--- src/rtl/async_fifo_rd_packer.sv ---
`default_nettype none
// ============================================================================
// Module   : async_fifo_rd_packer
// Brief    : Read-side consumer of async_fifo. Pops DATA_WIDTH words and
//            packs PACK_NUM of them into one valid/ready beat. A flush emits
//            any partial pack as a last beat.
// Revision : 1.0 - initial release
// ============================================================================
module async_fifo_rd_packer #(
   parameter  int DATA_WIDTH = 4,
   parameter  int PACK_NUM   = 4,
   localparam int CNT_WIDTH  = $clog2(PACK_NUM + 1)
) (
   input  logic                           rd_clk,
   input  logic                           rd_rst,
   input  logic                           fifo_empty,
   output logic                           fifo_rd_en,
   input  logic [DATA_WIDTH-1:0]          fifo_rd_data,
   input  logic                           flush,
   output logic                           flush_done,
   output logic                           m_valid,
   input  logic                           m_ready,
   output logic [DATA_WIDTH*PACK_NUM-1:0] m_data,
   output logic [CNT_WIDTH-1:0]           m_cnt,
   output logic                           m_last
);

   localparam int PACK_W = DATA_WIDTH * PACK_NUM;
   localparam logic [CNT_WIDTH-1:0] CNT_FULL = CNT_WIDTH'(PACK_NUM);

   localparam logic [1:0] ST_RUN  = 2'd0;
   localparam logic [1:0] ST_WAIT = 2'd1;
   localparam logic [1:0] ST_EMIT = 2'd2;

   logic [1:0]           state;
   logic [CNT_WIDTH-1:0] cnt;    // words captured into the pack so far
   logic                 pend;   // a read was issued last cycle; data lands now
   logic [PACK_W-1:0]    pack;

   logic                 mv;     // full pack moves to the output register
   logic                 emit;   // partial pack moves out as a flush beat
   logic                 out_free;
   logic [CNT_WIDTH-1:0] cnt_plus_pend;

   assign out_free      = !m_valid || m_ready;
   assign mv            = (cnt == CNT_FULL) && out_free;
   assign emit          = (state == ST_EMIT) && out_free;
   assign cnt_plus_pend = cnt + {{(CNT_WIDTH-1){1'b0}}, pend};

   // Issue a read only while running and while the pack (including the word
   // in flight) still has room, or when the full pack is leaving this cycle.
   assign fifo_rd_en = !rd_rst && !fifo_empty && (state == ST_RUN) &&
                       ((cnt_plus_pend < CNT_FULL) || mv);

   // Pack assembly and output beat register.
   always_ff @(posedge rd_clk) begin
      if (rd_rst) begin
         pend    <= 1'b0;
         cnt     <= '0;
         pack    <= '0;
         m_valid <= 1'b0;
         m_data  <= '0;
         m_cnt   <= '0;
         m_last  <= 1'b0;
      end else begin
         pend <= fifo_rd_en;
         // A full pack never has a word in flight, and no reads are issued
         // outside RUN, so a capture never coincides with mv or emit.
         if (mv) begin
            m_data  <= pack;
            m_cnt   <= CNT_FULL;
            m_last  <= 1'b0;
            m_valid <= 1'b1;
            cnt     <= '0;
            pack    <= '0;
         end else if (emit) begin
            m_data  <= pack;
            m_cnt   <= cnt;
            m_last  <= 1'b1;
            m_valid <= 1'b1;
            cnt     <= '0;
            pack    <= '0;
         end else begin
            if (m_ready) begin
               m_valid <= 1'b0;
            end
            if (pend) begin
               for (int i = 0; i < PACK_NUM; i++) begin
                  if (cnt == CNT_WIDTH'(i)) begin
                     pack[i*DATA_WIDTH +: DATA_WIDTH] <= fifo_rd_data;
                  end
               end
               cnt <= cnt + 1'b1;
            end
         end
      end
   end

   // Flush sequencing: drain the in-flight read, then emit or finish.
   always_ff @(posedge rd_clk) begin
      if (rd_rst) begin
         state      <= ST_RUN;
         flush_done <= 1'b0;
      end else begin
         flush_done <= 1'b0;
         case (state)
            ST_RUN: begin
               if (flush) begin
                  state <= ST_WAIT;
               end
            end
            ST_WAIT: begin
               // A full pack drains through the normal mv path first.
               if (!pend) begin
                  if (cnt == '0) begin
                     flush_done <= 1'b1;
                     state      <= ST_RUN;
                  end else if (cnt != CNT_FULL) begin
                     state <= ST_EMIT;
                  end
               end
            end
            ST_EMIT: begin
               if (emit) begin
                  flush_done <= 1'b1;
                  state      <= ST_RUN;
               end
            end
            default: state <= ST_RUN;
         endcase
      end
   end

endmodule
`default_nettype wire

--- config.mk ---
export PLATFORM = sky130hd
export DESIGN_NAME = async_fifo_rd_packer
export DESIGN_NICKNAME = d
export VERILOG_FILES = /design/src/rtl/async_fifo_rd_packer.sv
export SDC_FILE = /design/constraint.sdc
export NUM_CORES = 1
export LEC_CHECK = 0
export BUFFER_PORTS_ARGS = -buffer_cell sky130_fd_sc_hd__buf_2
export CAP_MARGIN = 20
export CORE_UTILIZATION = 27
export DETAILED_ROUTE_END_ITERATION = 10
export GPL_TIMING_DRIVEN = 1
export HOLD_SLACK_MARGIN = 0.12
export PLACE_DENSITY = 0.43
export SLEW_MARGIN = 20
export SYNTH_ARGS = -nofsm -noshare
export SYNTH_HDL_FRONTEND = slang
export SYNTH_SLANG_ARGS = --single-unit
export TNS_END_PERCENT = 5
--- constraint.sdc ---
create_clock -name rd_clk -period 3.2 [get_ports rd_clk]
set_input_delay 0.64 -clock rd_clk [delete_from_list [all_inputs] [get_ports rd_clk]]
set_output_delay 0.64 -clock rd_clk [all_outputs]
set_load 0.01 [all_outputs]
==> results of run 1 <==
==> worst max path at each step <==
| stage | endpoint | slack [ns] | depth (start not counted) |
|---|---|---|---|
| final | fifo_rd_en | 0.93 | 5 |
| after global routing | fifo_rd_en | 0.80 | 5 |
| after CTS | fifo_rd_en | 0.90 | 5 |
| after detailed placement | fifo_rd_en | 1.07 | 5 |
| after global placement | fifo_rd_en | 1.06 | 5 |
| after floorplan | fifo_rd_en | 1.29 | 4 |
==> cell families after synthesis <==
| group | count (synthesis) |
|---|---|
| flops | 44 |
| simple gates | 54 |
| fa+ha+maj | 8 |
| mux | 15 |
| buf+inv | 25 |
| compound gates | 57 |
| xor+xnor | 1 |
==> flip-flops by register name, summed over array words and instances (netlist names) <==
register and flops:
m_cnt 3, pack 16, m_valid 1, pend 1, m_last 1, cnt 3
m_data 16, state 2, flush_done 1
==> cell type report <==
class | count | area [µm²] | area share (%)
flip-flops and latches | 44 | 881 | 38.5
clock buffers | 6 | 82.6 | 3.61
multi-input cells | 135 | 915 | 40.0
clock inverters | 2 | 38.8 | 1.70
repair buffers | 38 | 220 | 9.63
inverters | 8 | 30.0 | 1.31
well taps | 96 | 120 | 5.25
==> stage by stage <==
step / instances / util [%] / hold slack [ns]
3_5_place_dp: 321 / 31.5 / 0.450
3_3_place_gp: 321 / 31.5 / 0.447
4_1_cts: 329 / 33.3 / 0.462
5_1_grt: 329 / 33.3 / 0.476
2_1_floorplan: 204 / - / 0.436
6_report: 329 / 33.3 / 0.459
==> metal layers <==
| layer | track usage (%) | wire length [µm] | vias up |
|---|---|---|---|
| met1 | 17.2 | 2270 | 690 |
| met3 | 2.46 | 171 | 2 |
| met2 | 20.8 | 2010 | 31 |
| met5 | 0 | 0 | - |
| met4 | 3.64 | 39 | 0 |
| li1 | - | - | 759 |
==> worst max-delay path, delay by kind of cell (launching register included) <==
family | cells | cell delay (ns)
AO/OA/AOI/OAI | 2 | 0.31
adder cells (fa/ha/maj) | 1 | 0.31
flip-flops | 1 | 0.47
buffers and inverters | 2 | 0.24
==> layout by cell type (no fill, tap or decap), types with 2 or more instances in the layout <==
master                     netlist  layout
sky130_fd_sc_hd__dfxtp_1        44      44
sky130_fd_sc_hd__buf_2           6      31
sky130_fd_sc_hd__a21oi_1        29      29
sky130_fd_sc_hd__nand3_1        23      23
sky130_fd_sc_hd__o21ai_0        18      18
sky130_fd_sc_hd__mux2i_1        14      14
sky130_fd_sc_hd__nor2_4         10      10
sky130_fd_sc_hd__inv_1           8       8
sky130_fd_sc_hd__nor2_1          8       8
sky130_fd_sc_hd__ha_1            8       8
sky130_fd_sc_hd__clkbuf_8        0       6
sky130_fd_sc_hd__buf_4           0       6
sky130_fd_sc_hd__nand2_1         5       5
sky130_fd_sc_hd__a21o_1          3       3
sky130_fd_sc_hd__nand3b_1        3       3
sky130_fd_sc_hd__nand2b_1        2       2
==> power breakdown <==
part           leakage (nW)  internal, mW  switching (mW)  total (mW)
Clock                0.0614         0.255           0.191       0.446
Combinational         0.532        0.0837           0.137       0.220
Sequential            0.356         0.571          0.0266       0.598
Total                 0.949         0.910           0.354        1.26
==> impl_results.md, run 1 <==
* Setup slack after layout at just over 0.9 ns
* Most used flip-flop cell after synthesis: sky130_fd_sc_hd__dfxtp_1
* Total vias in the final route at approximately 1500
* Setup TNS at 0 ns
* Number of standard cells after synthesis at approximately 200
* Residual antenna-violating net count after detailed routing at 0
* Count of TritonRoute iterations in the first routing pass at 4
* Area fraction in and, or, nand and nor cells after synthesis at between 15 and 20%
* Result of the run: finished clean
* Final Max Tran Viols at 0
* Global-route wire length before repair at 7360 µm
* Register area share after synthesis at 45.3%
* Fin area at between 2000 and 2500 µm²
* Critical Path Most Common Cell: sky130_fd_sc_hd__a21oi_1
* Die height at approximately 87 µm
* Element type at the critical path start: flop
* Maximum number of buffers from clock root to sink at 2
* Pre-CTS worst setup slack at 1.07 ns
* Cell taking the most area after synthesis: sky130_fd_sc_hd__dfxtp_1
* Clock root buffer: sky130_fd_sc_hd__clkbuf_8
* Fin. Hold Viols at 0
* Clock Pin Slew Worst Setup and Hold Paths at ~0.09 ns
* Highest clock rate at between 400 and 500 MHz
* Half-perimeter wire length of the detailed placement result at 3150 µm
* Initial antenna violation count at 0
* Gpl congestion at just under 0.7
* Total detailed-routing wirelength at roughly 4500 µm
* Gr ovfl total at 0
* Remaining max-slew budget at the tightest pin at 65.2%
* Maximum resistive drop on vdd at around 0.17 mV
* Number of hold buffers added after cts at 0
* Skew final at about 0.012 ns
* Setup repair after global routing missed its margin: false
* Post-synthesis cell area at just under 2000 µm²
* Power per unit of standard cell area at ~550 nW/µm²
* Pin count of the biggest net entering global routing at 26
* End of the worst register-to-register path: state[1]$_SDFFE_PP0P_
* Per-cell via count in the routed design at 4.50
* Cell with the most instances after synthesis: sky130_fd_sc_hd__dfxtp_1
* Flop and latch count out of synthesis at 44
* Total of endpoints with negative setup slack in the final report at 0
* Share of flip-flops with an asynchronous set or reset at 0%
* Adder-cell share of the synthesized area at 5.15%
* Worst Min Path Start: pack[15]$_SDFFE_PP0P_
* Peak fanout along the critical path at 8
* Post-synthesis compound-gate area fraction at 16.5%
* Clock tree from TritonCTS: yes
* Max stage delay cell, worst path: sky130_fd_sc_hd__dfxtp_1
* WL per Instance at ~14 µm
* Violation count after the first detailed-route iteration at between 80 and 90
* # resized after CTS at 0
* Time the worst path needs with I/O delays and setup at between 2 and 2.5 ns
* Synth Area per Inst at about 9.5 µm²
* Insertion delay of the later-clocked pin in the worst-skew pair at between 0.2 and 0.3 ns
* Placed standard-cell area at between 2000 and 2500 µm²
* Critical Path Start: cnt[0]$_SDFFE_PP0P_
* Drt drc at 0
* Count of different cell masters after synthesis at 30
* Setup slack of the worst register-to-register path at approximately 1.3 ns
* Area of the die at between 7000 and 8000 µm²
* Net Count, Synth at around 220
* Total number of H-tree levels at 2
* Post-synthesis to final-layout area growth at 17.6%
* Multiplexer share of the synthesized area at 7.79%
* Category of the critical setup timing path: reg2out
* Endpoint arrival time on the critical path at between 1.5 and 2 ns
* Yosys top cell area share at between 40% and 50%
* Die extent in x at a little under 90 µm
* Share of layout cells above drive strength 1 at roughly 25%
* Type of destination of the critical path: primary output
* Xor-xnor portion of the synthesized cell area at less than 1%
* Total routing resource utilization after global routing at 12.8%
* Top Ports at 32
* Worst r2r path cells at 5
* Starting utilization of the core area at 28.3%
* Post-CTS setup repair buffer count at 0
* Core Footprint at 6870 µm²
* Largest family of logic cells by synthesized area: simple AND/OR/NAND/NOR gates
* Commonest cells in the synthesized netlist: sky130_fd_sc_hd__dfxtp_1 (44), sky130_fd_sc_hd__a21oi_1 (29), sky130_fd_sc_hd__nand3_1 (23)
* Class of the tightest hold or removal check: reg2reg
* Number of nets in the layout at 249
* Crit path cell chain: inv_1 -> ha_1 -> a21oi_1 -> a21oi_1 -> buf_2
* # rows at 30
* Tightest Pin Transition at between 0.5 and 0.6 ns
* Overall Power at roughly 1.3 mW
* Hold Crit Depth at 2
* Data required time of the worst path at approximately 2.6 ns
* Synth Warn # at 0
* Reg2reg start: cnt[0]$_SDFFE_PP0P_
* Count of flip-flops with a built-in enable after synthesis at 0
* Fill cell total of the finished layout at 719
* Number of global-route vias before repair at 1443
* Post-route fraction of the period consumed by the critical path at a little over two thirds
* Largest incremental delay on the critical path at between 0.4 and 0.5 ns
* Number of sinks on the clock net at 44
* Count of input and output buffers at 31
* Standby leakage power at 0.949 nW
* Top post-synthesis cells by area: sky130_fd_sc_hd__dfxtp_1 (45%), sky130_fd_sc_hd__a21oi_1 (7.5%), sky130_fd_sc_hd__mux2i_1 (7.2%), sky130_fd_sc_hd__nand3_1 (5.9%), sky130_fd_sc_hd__nor2_4 (5.8%)
* Clock buffers created by TritonCTS at 5
* Count of antenna diodes in the layout at 0
* Hold EP: pack[15]$_SDFFE_PP0P_
* MaxCap Viol Count at 0
No activity file was read; power rests on OpenSTA's default activity.
==> inputs of run 2 (changes only) <==
Clock period 3.2 ns to 2.2 ns, I/O delays scaled along.
==> impl_results.md, run 2 (synthesized netlist as in run 1, its figures left out) <==
* Max stage delay cell, worst path: sky130_fd_sc_hd__dfxtp_1 (unchanged)
* Fraction of power consumed by sequential logic at 50.1% (was 47.3%)
* Switching power as a share of total power at 29.6% (was 28.0%)
* Starting utilization of the core area at 28.3% (unchanged)
* Net Sw Power at 0.509 mW (was 0.354 mW)
* Die height at 86.9 µm (unchanged)
* Endpoint arrival time on the critical path at 1.62 ns (was 1.63 ns)
* Maximum number of buffers from clock root to sink at 2 (unchanged)
* Count of input and output buffers at 31 (unchanged)
* Tightest Pin Transition at 0.482 ns (was 0.521 ns)
* Half-perimeter wire length of the detailed placement result at 3160 µm (was 3150 µm)
* Element type at the critical path start: flop (unchanged)
* Global-route wire length before repair at 7180 µm (was 7360 µm)
* Clock tree from TritonCTS: yes (unchanged)
* Buffers and inverters on the worst path at 2 (unchanged)
* Drt drc at 0 (unchanged)
* Pre-CTS worst setup slack at 0.305 ns (was 1.07 ns)
* Setup TNS at 0 ns (unchanged)
* Share of layout cells above drive strength 1 at 25.5% (was 24.9%)
* Core Footprint at 6870 µm² (unchanged)
* Crit path cell chain: inv_1 -> ha_1 -> a21oi_1 -> a21oi_1 -> buf_2 (unchanged)
* Post-synthesis to final-layout area growth at 16.9% (was 17.6%)
* Largest incremental delay on the critical path at 0.45 ns (was 0.47 ns)
* Post-CTS setup repair buffer count at 0 (unchanged)
* Top Ports at 32 (unchanged)
* Internal portion of total power at 1.21 mW (was 0.910 mW)
* Final Max Tran Viols at 0 (unchanged)
* Per-cell via count in the routed design at 4.45 (was 4.50)
* Residual antenna-violating net count after detailed routing at 0 (unchanged)
* Violation count after the first detailed-route iteration at 52 (was 81)
* Largest registers in the final layout: m_data x16, pack x16 (unchanged)
* WL per Instance at 13.2 µm (was 13.7 µm)
* Post-route fraction of the period consumed by the critical path at 93.8%
* Insertion delay of the later-clocked pin in the worst-skew pair at 0.29 ns (about the same)
* Data required time of the worst path at 1.76 ns (was 2.56 ns)
* Maximum resistive drop on vdd at 0.229 mV (was 0.170 mV)
* Pin count of the biggest net entering global routing at 25 (was 26)
* Peak fanout along the critical path at 8 (unchanged)
* Skew final at 0.00684 ns (was 0.0123 ns)
* Setup slack of the worst register-to-register path at 0.29 ns (was 1.25 ns)
* Gr ovfl total at 0 (unchanged)
* Fin. Hold Viols at 0 (unchanged)
* Setup repair after global routing missed its margin: false (unchanged)
* Number of global-route vias before repair at 1389 (was 1443)
* Initial antenna violation count at 0 (unchanged)
* Clock Pin Slew Worst Setup and Hold Paths at 0.08 ns (was 0.09 ns)
* Total vias in the final route at 1474 (was 1482)
* Power per unit of standard cell area at 755 nW/µm² (was 553 nW/µm²)
* Class of the tightest hold or removal check: in2reg (was reg2reg)
* Clock share of power at 30.4% (was 35.3%)
* Count of antenna diodes in the layout at 0 (unchanged)
* Total detailed-routing wirelength at 4360 µm (was 4490 µm)
* Critical Path Most Common Cell: sky130_fd_sc_hd__a21oi_1 (unchanged)
* MaxCap Viol Count at 0 (unchanged)
* Area of the die at 7540 µm² (unchanged)
* Standby leakage power at 0.949 nW (about the same)
* Number of nets in the layout at 251 (was 249)
* Category of the critical setup timing path: reg2out (unchanged)
* Remaining max-slew budget at the tightest pin at 67.9% (was 65.2%)
* Gpl congestion at 0.722 (was 0.681)
* # rows at 30 (unchanged)
* Clock buffers created by TritonCTS at 5 (unchanged)
* Setup slack after layout at 0.136 ns (was 0.935 ns)
* Most frequent cells in the layout: sky130_fd_sc_hd__dfxtp_1 (44), sky130_fd_sc_hd__buf_2 (31), sky130_fd_sc_hd__a21oi_1 (29), sky130_fd_sc_hd__nand3_1 (23), sky130_fd_sc_hd__o21ai_0 (18) (unchanged)
* Result of the run: finished clean (unchanged)
* Commonest non-fill, non-tap cell in the layout: sky130_fd_sc_hd__dfxtp_1 (unchanged)
* Clock root buffer: sky130_fd_sc_hd__clkbuf_8 (unchanged)
* Total of endpoints with negative setup slack in the final report at 0 (unchanged)
* Die extent in x at 86.9 µm (unchanged)
* Count of TritonRoute iterations in the first routing pass at 4 (unchanged)
* Time the worst path needs with I/O delays and setup at approximately 2.1 ns
* # resized after CTS at 0 (unchanged)
* Total routing resource utilization after global routing at 12.5% (was 12.8%)
* Number of hold buffers added after cts at 0 (unchanged)
* Number of sinks on the clock net at 44 (unchanged)
* CP top delay family: flip-flops (unchanged)
* Total number of H-tree levels at 2 (unchanged)
* Highest clock rate at between 400 and 500 MHz
* Combinational share of power at 19.5% (was 17.4%)
* Type of destination of the critical path: primary output (unchanged)
[run 2: cell types whose count changed in the layout (fill, tap and decap cells not counted)]
cell,previous run,this run
sky130_fd_sc_hd__clkinv_4,1,0
sky130_fd_sc_hd__bufinv_16,1,0
sky130_fd_sc_hd__clkinv_2,0,2
sky130_fd_sc_hd__buf_4,6,8
[run 2: area by class of cell]
class / instances / area, µm²
fillers: 737 / 4600
repair buffers: 40 / 235
well taps: 96 / 120
clock inverters: 2 / 10.0
clock buffers: 6 / 82.6
multi-input cells: 135 / 915
flip-flops and latches: 44 / 881
inverters: 8 / 30.0
[run 2: path summary, 6_finish.rpt]
kind / start / end / cells after the start
worst max-delay path: cnt[0]$_SDFFE_PP0P_ / fifo_rd_en / 5
worst min-delay path: fifo_rd_data[2] / pack[14]$_SDFFE_PP0P_ / 3
worst max register to register: cnt[0]$_SDFFE_PP0P_ / state[1]$_SDFFE_PP0P_ / 5
worst min register to register: pack[13]$_SDFFE_PP0P_ / pack[13]$_SDFFE_PP0P_ / 2
[run 2: power groups by stage]
stage	clock, mW	sequential (mW)	combinational (mW)
global placement	0	0.878	0.340
global route	0.574	0.864	0.369
finish	0.522	0.860	0.335
floorplan	0	0.873	0.265
CTS	0.540	0.861	0.338
detailed placement	0	0.879	0.335
[run 2: worst min-delay path: cells and delay by family]
family                 cells  cell delay, ns
AO/OA/AOI/OAI              1            0.05
buffers and inverters      1            0.13
AND/OR/NAND/NOR            1            0.07
[run 2: per-layer routing]
metal / part of all wire [%] / track usage [%]
met4: 1.7 / 5.00
met1: 53 / 18.0
met3: 2.9 / 2.27
met2: 42 / 18.4
met5: 0 / 0
[run 2: per-stage QoR]
stage | hold slack [ns] | total power, mW | cell area, µm² | instances | utilization, %
floorplan | 0.436 | 1.14 | 1940 | 204 | -
global placement | 0.453 | 1.22 | 2180 | 323 | 31.7
detailed placement | 0.449 | 1.21 | 2180 | 323 | 31.7
CTS | 0.437 | 1.74 | 2270 | 331 | 33.1
global route | 0.444 | 1.81 | 2270 | 331 | 33.1
finish | 0.440 | 1.72 | 2270 | 331 | 33.1
